`config.mk`:
```
export PLATFORM = sky130hd
export DESIGN_NAME = word_bank_loader
export DESIGN_NICKNAME = d
export VERILOG_FILES = /design/src/rtl/word_bank_loader_pkg.sv /design/src/rtl/word_bank.sv /design/src/rtl/word_bank_loader.sv
export SDC_FILE = /design/constraint.sdc
export NUM_CORES = 1
export LEC_CHECK = 0
export CORE_MARGIN = 2
export CORE_UTILIZATION = 45
export DETAILED_ROUTE_END_ITERATION = 10
export GPL_TIMING_DRIVEN = 0
export PLACE_DENSITY_LB_ADDON = 0.1
export SLEW_MARGIN = 10
export SYNTH_ARGS = -nofsm -noshare
export SYNTH_HDL_FRONTEND = slang
export SYNTH_HIERARCHICAL = 1
export SYNTH_SLANG_ARGS = --single-unit
```
`constraint.sdc`:
```
create_clock -name clk -period 3.1 [get_ports clk]
set_input_delay 0.62 -clock clk [delete_from_list [all_inputs] [get_ports clk]]
set_output_delay 0.62 -clock clk [all_outputs]
set_load 0.02 [all_outputs]
```
`src/rtl/word_bank_loader_pkg.sv`:
```
// rtl/word_bank_loader_pkg.sv - shared state type and width helpers for the word bank loader
package loader_pkg;

    typedef enum logic [1:0] {
        IDLE = 2'd0,
        FILL = 2'd1,
        DONE = 2'd2
    } loader_state_e;

    // Width of a counter that must hold 0..depth inclusive.
    function automatic int count_width(input int depth);
        return $clog2(depth + 1);
    endfunction

    // Width of an index into a depth-entry bank; never narrower than one bit.
    function automatic int addr_width(input int depth);
        return (depth > 1) ? $clog2(depth) : 1;
    endfunction

endpackage

```
`src/rtl/word_bank.sv`:
```
// rtl/word_bank.sv - DEPTH x WIDTH register bank, one write port, combinational read with range guard
module word_bank
    import loader_pkg::*;
#(
    parameter int WIDTH = 8,
    parameter int DEPTH = 4,
    localparam int AW   = addr_width(DEPTH)
) (
    input  logic             clk,
    input  logic             reset,
    input  logic             we,
    input  logic [AW-1:0]    waddr,
    input  logic [WIDTH-1:0] wdata,
    input  logic [AW-1:0]    raddr,
    output logic [WIDTH-1:0] rdata
);

    logic [WIDTH-1:0] mem_q [DEPTH];
    logic             wr_in_range;
    logic             rd_in_range;

    // One extra bit so DEPTH itself is representable even when it is a power of two.
    assign wr_in_range = {1'b0, waddr} < (AW + 1)'(DEPTH);
    assign rd_in_range = {1'b0, raddr} < (AW + 1)'(DEPTH);

    // Bank storage: cleared on reset, otherwise written one word per accepted beat.
    always_ff @(posedge clk) begin
        if (reset) begin
            for (int i = 0; i < DEPTH; i++) begin
                mem_q[i] <= '0;
            end
        end else if (we && wr_in_range) begin
            mem_q[waddr] <= wdata;
        end
    end

    assign rdata = rd_in_range ? mem_q[raddr] : '0;

endmodule

```
`src/rtl/word_bank_loader.sv`:
```
// rtl/word_bank_loader.sv - fills a word bank from a valid/ready stream, locks when full, re-armable
module word_bank_loader
    import loader_pkg::*;
#(
    parameter int WIDTH = 8,
    parameter int DEPTH = 4
) (
    input  logic                       clk,
    input  logic                       reset,
    input  logic                       in_valid,
    input  logic [WIDTH-1:0]           in_data,
    output logic                       in_ready,
    input  logic                       rearm,
    output logic [$clog2(DEPTH+1)-1:0] count,
    output logic                       done,
    output logic                       overflow,
    input  logic [$clog2(DEPTH)-1:0]   rd_addr,
    output logic [WIDTH-1:0]           rd_data
);

    localparam int CW = count_width(DEPTH);
    localparam int AW = addr_width(DEPTH);

    loader_state_e   state_q, state_d;
    logic [CW-1:0]   count_q, count_d;
    logic            overflow_q, overflow_d;
    logic            accept;
    logic            bank_we;
    logic [AW-1:0]   bank_waddr;

    // Rearm blocks acceptance in its own cycle so no word can slip in and be discarded.
    assign in_ready   = (state_q != DONE) && !rearm;
    assign accept     = in_valid && in_ready;
    assign bank_waddr = count_q[AW-1:0];

    // Next-state, count and overflow decode; rearm overrides every state.
    always_comb begin
        state_d    = state_q;
        count_d    = count_q;
        overflow_d = overflow_q;
        bank_we    = 1'b0;
        if (rearm) begin
            state_d    = IDLE;
            count_d    = '0;
            overflow_d = 1'b0;
        end else begin
            case (state_q)
                IDLE: begin
                    if (accept) begin
                        bank_we = 1'b1;
                        count_d = CW'(1);
                        state_d = FILL;
                    end
                end
                FILL: begin
                    if (accept) begin
                        bank_we = 1'b1;
                        count_d = count_q + CW'(1);
                        if (count_q == CW'(DEPTH - 1)) begin
                            state_d = DONE;
                        end
                    end
                end
                DONE: begin
                    if (in_valid) begin
                        overflow_d = 1'b1;
                    end
                end
                default: begin
                    state_d = IDLE;
                    count_d = '0;
                end
            endcase
        end
    end

    // Control state registers.
    always_ff @(posedge clk) begin
        if (reset) begin
            state_q    <= IDLE;
            count_q    <= '0;
            overflow_q <= 1'b0;
        end else begin
            state_q    <= state_d;
            count_q    <= count_d;
            overflow_q <= overflow_d;
        end
    end

    assign done     = (state_q == DONE);
    assign count    = count_q;
    assign overflow = overflow_q;

    word_bank #(
        .WIDTH(WIDTH),
        .DEPTH(DEPTH)
    ) u_bank (
        .clk  (clk),
        .reset(reset),
        .we   (bank_we),
        .waddr(bank_waddr),
        .wdata(in_data),
        .raddr(rd_addr),
        .rdata(rd_data)
    );

endmodule

```
* Word-level counts from Yosys, hierarchy flattened
Memory sizes are Yosys's and may differ from the RTL's. Cells that the tools add are included.
Cells by class: $add $sub $neg 1, equality and inequality tests 7, mux-type cells 18, bitwise operators 1, reduce and logical (&&, ||, !) cells 10
Operators with widths (number):
- two-way mux 1 bit | 9
- case mux 3 bit (3 select lines) | 1
- two-way mux 2 bit | 4
- two-way mux 8 bit | 1
- != test 2 bit, second input constant | 4
- OR reduction 8 bit | 1
- two-way mux 3 bit | 2
- case mux 2 bit (3 select lines) | 1
- AND reduction 4 bit | 1
- OR reduction 2 bit | 2
- adder 3 x 1 -> 3 bit, second input constant | 1
- equality test 3 x 2 -> 1 bit, second input constant | 1
- AND reduction 3 bit | 1
- equality test 2 x 1 -> 1 bit, second input constant | 1
- equality test 2 bit, second input constant | 1
- logical AND 1 bit | 2
- zero test 2 bit | 1
- AND reduction 2 bit | 1
- zero test 1 bit | 1
- NOT 1 bit | 1
Storage, ports and cells: bits in registers 6, RAM bits 32, input port bits 14, output and inout bits 14, memories kept 1
Memory list:
- u_bank.mem_q | depth 4, bits a word 8, read ports 1, clocked after Yosys merged registers in 0, write ports 4, line word_bank.sv:18 | logic [WIDTH-1:0] mem_q [DEPTH];

* Logic depth before layout (Yosys ltp)
Gate-level depths: netlist of the first run.
word-level depth 11, depth in mapped cells 4

* Hierarchy
Netlist of the first run, hierarchy kept.
Modules (own cells, without submodules):
- word_bank | times used 1, cells an instance 84, area an instance 1475.2 sq um, sequential area each 960.9 sq um
- word_bank_loader | times used 1, cells an instance 37, area an instance 334.1 sq um, sequential area each 120.1 sq um

* Worst setup path before layout of the first run
No wires, ideal clock.
path kind input to output, start point input port rd_addr[0], end point output port rd_data[0], data arrival time 1.325 ns, required time 2.480 ns, path slack 1.155 ns, stages on the path 2, cells stage by stage buf_6 mux4_2
On the way: word-level cells in the longest chain between the ends 1
RTL lines:
- start, declared | line word_bank_loader.sv:17 | input logic [$clog2(DEPTH)-1:0] rd_addr,
- memory (4 x 8 bit)
- end, declared | line word_bank_loader.sv:18 | output logic [WIDTH-1:0] rd_data
No other way between the ends.

==> results of run 1 <==
-- power breakdown --
group	switching [mW]	internal, mW	total (mW)
clock	0.164	0.154	0.318
sequential	0.00810	0.576	0.584
combinational	0.0564	0.0620	0.118
-- routing by layer --
| metal | global-route usage, % | up-vias | routed length (um) | share of wire [%] |
|---|---|---|---|---|
| li1 | - | 517 | - | - |
| met1 | 21.4 | 511 | 1490 | 44 |
| met2 | 28.0 | 23 | 1710 | 50 |
| met3 | 5.50 | 6 | 152 | 4.5 |
| met4 | 6.89 | 0 | 52 | 1.5 |
| met5 | 0 | - | 0 | 0 |
-- cell families (layout without fill, tap and decap cells) --
logic type	count (synthesis)	count (layout)
compound gates	11	11
fa+ha+maj	2	2
buf+inv	6	39
flops	38	38
mux	8	8
simple gates	56	56
-- per-stage QoR --
step           worst slack [ns]  total power [mW]
2_1_floorplan              1.16             0.659
3_3_place_gp              0.286             0.712
3_5_place_dp              0.175             0.716
4_1_cts                   0.483              1.03
5_1_grt                   0.362              1.06
6_report                  0.527              1.02
-- final timing paths --
| kind | cells after the start | to | slack, ns |
|---|---|---|---|
| hold / removal | 2 | overflow$_SDFFE_PP0P_ | 0.47 |
| setup / recovery | 5 | u_bank/mem_q[0][0]$_SDFFCE_PN0P_ | 0.53 |
| hold reg to reg | 2 | overflow$_SDFFE_PP0P_ | 0.47 |
| setup reg to reg | 4 | u_bank/mem_q[0][0]$_SDFFCE_PN0P_ | 1.05 |
-- area by class of cell --
class	count	share of cell area (%)
plain buffers	4	1.48
inverters	2	0.341
flip-flops and latches	38	49.1
multi-input cells	77	31.2
well taps	50	2.84
clock buffers	6	3.29
repair buffers	25	11.4
clock inverters	2	0.398
-- critical path, stage by stage --
cell             delay [ns]
clkdlybuf4s50_1        0.55
nand2b_4               0.09
nor2_1                 0.33
nand2b_1               0.14
o21bai_1               0.75
-- placed cells by master, fill, tap and decap left out, types with 3 or more instances in the layout --
cell             instances
edfxtp_1                32
clkdlybuf4s50_1         25
and2_1                  24
mux4_2                   8
and2_2                   8
dfxtp_1                  6
nor2_1                   5
clkbuf_8                 5
nand2b_1                 4
a21oi_1                  3
-- flip-flops by register name, indices dropped and copies added, names as in the netlist --
name / flops
state_q: 2
overflow: 1
u_bank/mem_q: 32
count: 3
==> results_tabular.tex, run 1 <==
\begin{tabular}{lr}
\hline
Metric & Value \\
\hline
\multicolumn{2}{l}{\textbf{Outcome}} \\
Status & finished clean \\
\multicolumn{2}{l}{\textbf{Run}} \\
Number of maximum-capacitance constraint violations & 0 \\
\multicolumn{2}{l}{\textbf{Synthesis}} \\
Share of synthesized cell area in and, or, nand and nor gates & 22.4\% \\
Count of cell types in the netlist & 29 \\
Synthesized flop and latch total & 38 \\
Total number of yosys warnings & 6 \\
Post-synthesis share of cell area spent on full adders, half adders and majority gates & 1.38\% \\
Synth top cells by count & edfxtp\_1 (32), and2\_1 (24), and2\_2 (8), mux4\_2 (8), dfxtp\_1 (6) \\
Fraction of registers with async set/reset & 0\% \\
Most frequently used flop master after synthesis & edfxtp\_1 \\
Cell type with the largest total area after synthesis & edfxtp\_1 \\
Post-synth net total & 137 \\
Compound-Gate Fraction of Synth Area & 4.29\% \\
Mean area per synthesized cell & 15.0 um\^{}2 \\
Largest family of logic cells by synthesized area & simple AND/OR/NAND/NOR gates \\
Cell count after synthesis & 121 \\
Dominant cell by count in the synthesized netlist & edfxtp\_1 \\
Combined area of all synthesized cells & 1810 um\^{}2 \\
Proportion of synthesized area in mux cells & 9.96\% \\
Largest cells by area after synthesis & edfxtp\_1 (53\%), mux4\_2 (10\%), and2\_1 (8.3\%) \\
Xor/xnor share of the synthesized area & 0\% \\
Area share of the leading cell type in the synthesized netlist & 53.1\% \\
Portion of the post-synthesis area used by sequential elements & 59.8\% \\
Count of flip-flops with a built-in enable after synthesis & 32 \\
\multicolumn{2}{l}{\textbf{Cells and area}} \\
Final design area excluding fillers & 2200 um\^{}2 \\
Register area & 1080 um\^{}2 \\
Count of filler cells inserted in the layout & 317 \\
Relative area change from synthesis to final layout & 21.8\% \\
Number of nets in the layout & 169 \\
Multi-input gate area & 688 um\^{}2 \\
Number of antenna cells inserted & 0 \\
Layout cell share with drive strength beyond 1 & 22.1\% \\
Non-filler instance count after layout & 204 \\
Final design utilization & 55.9\% \\
\multicolumn{2}{l}{\textbf{CTS}} \\
H-tree depth reported by CTS & 2 \\
Setup Fix Bufs, Post-CTS & 0 \\
Bufs on Longest Clock Path & 2 \\
Hold buffers post-CTS & 0 \\
Root buffer cell & clkbuf\_8 \\
Clock tree from TritonCTS & done \\
Num Clock Sinks & 38 \\
Post-CTS Resized & 0 \\
Clock slew at reported path FFs & 0.07 ns \\
Inserted Clock Buffers & 5 \\
Skew-Pair Late Insertion Delay & 0.29 ns \\
\multicolumn{2}{l}{\textbf{Detailed routing}} \\
Total iterations of the first detailed-routing run & 4 \\
Detailed-route via count & 1057 \\
Detailed Route WL & 3400 um \\
Remaining routing DRC violations & 0 \\
Via-per-instance ratio & 5.18 \\
1st-iter DRT viols & 59 \\
Detail Route Antenna Nets & 0 \\
WL per Instance & 16.7 um \\
\multicolumn{2}{l}{\textbf{Die}} \\
Effective utilization at floorplan & 45.9\% \\
Core Rows & 23 \\
DIE AREA & 4540 um\^{}2 \\
Vert. Die Dim & 67.4 um \\
Area of the core & 3940 um\^{}2 \\
Die boundary width & 67.4 um \\
I/O pin total & 28 \\
\multicolumn{2}{l}{\textbf{Placement}} \\
Cell Count Post-Placement & 196 \\
Input/output buffers & 25 \\
Placed Area & 2120 um\^{}2 \\
Routability congestion estimate from global placement & 0.703 \\
DP Wirelength & 2310 um \\
\multicolumn{2}{l}{\textbf{STA}} \\
RSZ-0062 raised after global routing & false \\
Final Hold Viols & 0 \\
Normalized max-slew margin & 37.8\% \\
Least-Margin Pin Slew & 0.932 ns \\
Clock period minus worst slack & 2.57 ns \\
Final Setup Violations & 0 \\
Fmax & 389 MHz \\
Number of max-slew violations in the final report & 0 \\
Post-Route Skew & 0.00560 ns \\
Period utilisation layout & 83.0\% \\
Fin Setup TNS & 0 ns \\
Worst Hold Margin & 0.470 ns \\
\multicolumn{2}{l}{\textbf{Worst setup path}} \\
Data arrival at the endpoint of the critical path & 2.48 ns \\
Critical path fanouts, max & 8 \\
Sort of element at the end of the critical path & flip-flop \\
Launching instance or port of the critical path & in\_valid \\
Critical setup path kind & in2reg \\
Required time of the worst setup path & 3.01 ns \\
CP Launch Type & input port \\
Reg-to-reg startpoint & state\_q[1]\$\_SDFFE\_PP0P\_ \\
\multicolumn{2}{l}{\textbf{Global route}} \\
Number of global-route vias before repair & 1050 \\
Total overflow reported by the global router & 0 \\
First-pass GRT wire length & 5260 um \\
Total routing resource utilization after global routing & 17.2\% \\
Pin count of the biggest net entering global routing & 12 \\
Antenna violations before repair & 0 \\
\multicolumn{2}{l}{\textbf{Hold path}} \\
HP Start & overflow\$\_SDFFE\_PP0P\_ \\
Path category of the worst min-delay check & reg2reg \\
\multicolumn{2}{l}{\textbf{Pwr}} \\
Worst supply voltage drop on vdd & 0.000299 V \\
Power density over the cells & 463 nW/um\^{}2 \\
P\_leak & 0.789 nW \\
\hline
\end{tabular}
(Power assumes the default switching activity.)
==> inputs of run 2 (changes only) <==
==> constraint.sdc (replaced) <==
create_clock -name clk -period 2.2 [get_ports clk]
set_input_delay 0.44 -clock clk [delete_from_list [all_inputs] [get_ports clk]]
set_output_delay 0.44 -clock clk [all_outputs]
set_load 0.02 [all_outputs]
==> run 2 against run 1 <==
Effect of this change:
- via count unchanged
- worst hold slack about the same
- global-route usage up 0.072 points
- largest power group unchanged
==> results_tabular.tex, run 2 (synthesized netlist as in run 1, its figures left out) <==
\begin{tabular}{lr}
\hline
Metric & Value \\
\hline
\multicolumn{2}{l}{\textbf{Global route}} \\
Pin count of the biggest net entering global routing & 12 \\
Total routing resource utilization after global routing & 17.3\% \\
Total overflow reported by the global router & 0 \\
Antenna violations before repair & 0 \\
First-pass GRT wire length & 5290 um \\
Number of global-route vias before repair & 1052 \\
\multicolumn{2}{l}{\textbf{Die}} \\
Die boundary width & 67.4 um \\
Area of the core & 3940 um\^{}2 \\
I/O pin total & 28 \\
DIE AREA & 4540 um\^{}2 \\
Vert. Die Dim & 67.4 um \\
Core Rows & 23 \\
Effective utilization at floorplan & 45.9\% \\
\multicolumn{2}{l}{\textbf{Cells and area}} \\
Count of filler cells inserted in the layout & 314 \\
Multi-input gate area & 696 um\^{}2 \\
Max reg flops & 32 \\
Most frequent standard cell in the layout excluding fill and tap cells & edfxtp\_1 \\
Register ranked first by flip-flop count & u\_bank/mem\_q \\
Number of nets in the layout & 169 \\
Most frequent cells in the layout & edfxtp\_1 (32), clkdlybuf4s50\_1 (25), and2\_1 (24), mux4\_2 (8), and2\_2 (8) \\
Relative area change from synthesis to final layout & 22.3\% \\
Register area & 1080 um\^{}2 \\
Number of antenna cells inserted & 0 \\
Layout cell share with drive strength beyond 1 & 24.0\% \\
\multicolumn{2}{l}{\textbf{CTS}} \\
Num Clock Sinks & 38 \\
Setup Fix Bufs, Post-CTS & 0 \\
Inserted Clock Buffers & 5 \\
H-tree depth reported by CTS & 2 \\
Root buffer cell & clkbuf\_8 \\
Bufs on Longest Clock Path & 2 \\
Clock slew at reported path FFs & 0.07 ns \\
Clock tree from TritonCTS & done \\
Skew-Pair Late Insertion Delay & 0.29 ns \\
\multicolumn{2}{l}{\textbf{STA}} \\
Number of max-slew violations in the final report & 0 \\
Worst Slack Setup Final & 0.0731 ns \\
Final Setup Violations & 0 \\
Fin Setup TNS & 0 ns \\
Normalized max-slew margin & 63.2\% \\
Period utilisation layout & 96.7\% \\
RSZ-0062 raised after global routing & true \\
Worst Hold Margin & 0.470 ns \\
Post-Route Skew & 0.00459 ns \\
Final Hold Viols & 0 \\
Fmax & 470 MHz \\
Least-Margin Pin Slew & 0.551 ns \\
Clock period minus worst slack & 2.13 ns \\
\multicolumn{2}{l}{\textbf{Worst setup path}} \\
Series of cell instances along the critical path & clkdlybuf4s50\_1 > nand2b\_4 > nor2\_1 > nand2b\_1 > o21bai\_2 \\
Critical path fanouts, max & 8 \\
End of the worst register-to-register path & u\_bank/mem\_q[0][0]\$\_SDFFCE\_PN0P\_ \\
Slack of the worst reg-to-reg path & 0.42 ns \\
CP Launch Type & input port \\
Buffers plus inverters on the worst setup path & 1 \\
Critical setup path kind & in2reg \\
Register-to-Register Path Depth & 4 \\
Maximum single-stage delay on the critical path & 0.55 ns \\
Reg-to-reg startpoint & state\_q[1]\$\_SDFFE\_PP0P\_ \\
Data arrival at the endpoint of the critical path & 2.05 ns \\
CP max stage cell & clkdlybuf4s50\_1 \\
CP delay by family, top & simple AND/OR/NAND/NOR gates \\
Required time of the worst setup path & 2.12 ns \\
Sort of element at the end of the critical path & flip-flop \\
\multicolumn{2}{l}{\textbf{Detailed routing}} \\
WL per Instance & 16.6 um \\
Remaining routing DRC violations & 0 \\
Via-per-instance ratio & 5.18 \\
Detail Route Antenna Nets & 0 \\
Detailed-route via count & 1057 \\
Detailed Route WL & 3390 um \\
Total iterations of the first detailed-routing run & 6 \\
1st-iter DRT viols & 56 \\
\multicolumn{2}{l}{\textbf{Hold path}} \\
HP Start & overflow\$\_SDFFE\_PP0P\_ \\
Hold Path End & overflow\$\_SDFFE\_PP0P\_ \\
Hold Crit Depth & 2 \\
Path category of the worst min-delay check & reg2reg \\
\multicolumn{2}{l}{\textbf{Placement}} \\
Input/output buffers & 25 \\
Routability congestion estimate from global placement & 0.703 \\
DP Worst Slack & -0.545 ns \\
DP Wirelength & 2310 um \\
\multicolumn{2}{l}{\textbf{Outcome}} \\
Status & finished clean \\
\multicolumn{2}{l}{\textbf{Pwr}} \\
Power density over the cells & 651 nW/um\^{}2 \\
Design Power & 1.44 mW \\
P\_leak & 0.793 nW \\
Worst supply voltage drop on vdd & 0.000423 V \\
\multicolumn{2}{l}{\textbf{Run}} \\
Number of maximum-capacitance constraint violations & 0 \\
\hline
\end{tabular}
[run 2: changes by cell type in the layout (fill, tap and decap cells not counted)]
| cell | before | now |
|---|---|---|
| dfxtp_1 | 6 | 5 |
| dfxtp_2 | 0 | 1 |
| o21bai_1 | 2 | 0 |
| o21bai_2 | 0 | 2 |
[run 2: area by class of cell]
class                      count  share of cell area [%]
sequential                    38                    48.9
multi-input combinational     77                    31.4
timing repair buffer          25                    11.3
clock buffer                   6                    3.28
tap                           50                    2.83
buffer                         4                    1.47
clock inverter                 2                   0.396
inverter                       2                   0.339
[run 2: through the flow]
step / util, % / std cells / instance area [um^2]
after floorplan: - / 121 / 1810
after global placement: 53.8 / 196 / 2120
after detailed placement: 53.8 / 196 / 2120
after CTS: 56.1 / 204 / 2210
after global routing: 56.1 / 204 / 2210
final: 56.1 / 204 / 2210
[run 2: worst max path at each step]
stage / cells after the start / end / slack, ns / start
3_5_place_dp: 5 / u_bank/mem_q[0][0]$_SDFFCE_PN0P_ / -0.54 / in_valid
2_1_floorplan: 4 / u_bank/mem_q[0][0]$_SDFFCE_PN0P_ / 0.44 / rearm
6_report: 5 / u_bank/mem_q[0][0]$_SDFFCE_PN0P_ / 0.07 / in_valid
5_1_grt: 5 / u_bank/mem_q[0][4]$_SDFFCE_PN0P_ / -0.07 / in_valid
4_1_cts: 3 / in_ready / 0.02 / state_q[0]$_SDFFE_PP0P_
3_3_place_gp: 5 / u_bank/mem_q[0][4]$_SDFFCE_PN0P_ / -0.43 / in_valid
[run 2: power breakdown]
| group | total [mW] | internal (mW) | switching (mW) |
|---|---|---|---|
| sequential | 0.824 | 0.812 | 0.0116 |
| combinational | 0.168 | 0.0883 | 0.0798 |
| clock | 0.449 | 0.218 | 0.231 |
[run 2: worst min-delay path: stages, from the launching register on]
cell	delay [ns]
dfxtp_1	0.33
a21oi_1	0.04
nor2_1	0.07
[run 2: per-layer routing]
layer | up-vias | global-route usage [%] | share of wire, %
li1 | 518 | - | -
met1 | 509 | 21.5 | 44
met2 | 24 | 28.1 | 50
met3 | 6 | 5.50 | 4.4
met4 | 0 | 6.89 | 1.5
met5 | - | 0 | 0
[run 2: timing repair]
item | 4_1_cts | 5_1_grt
endpoints found under the setup margin | 16 | 17
hold buffers | 0 | 0
resized for setup | 2 | 1
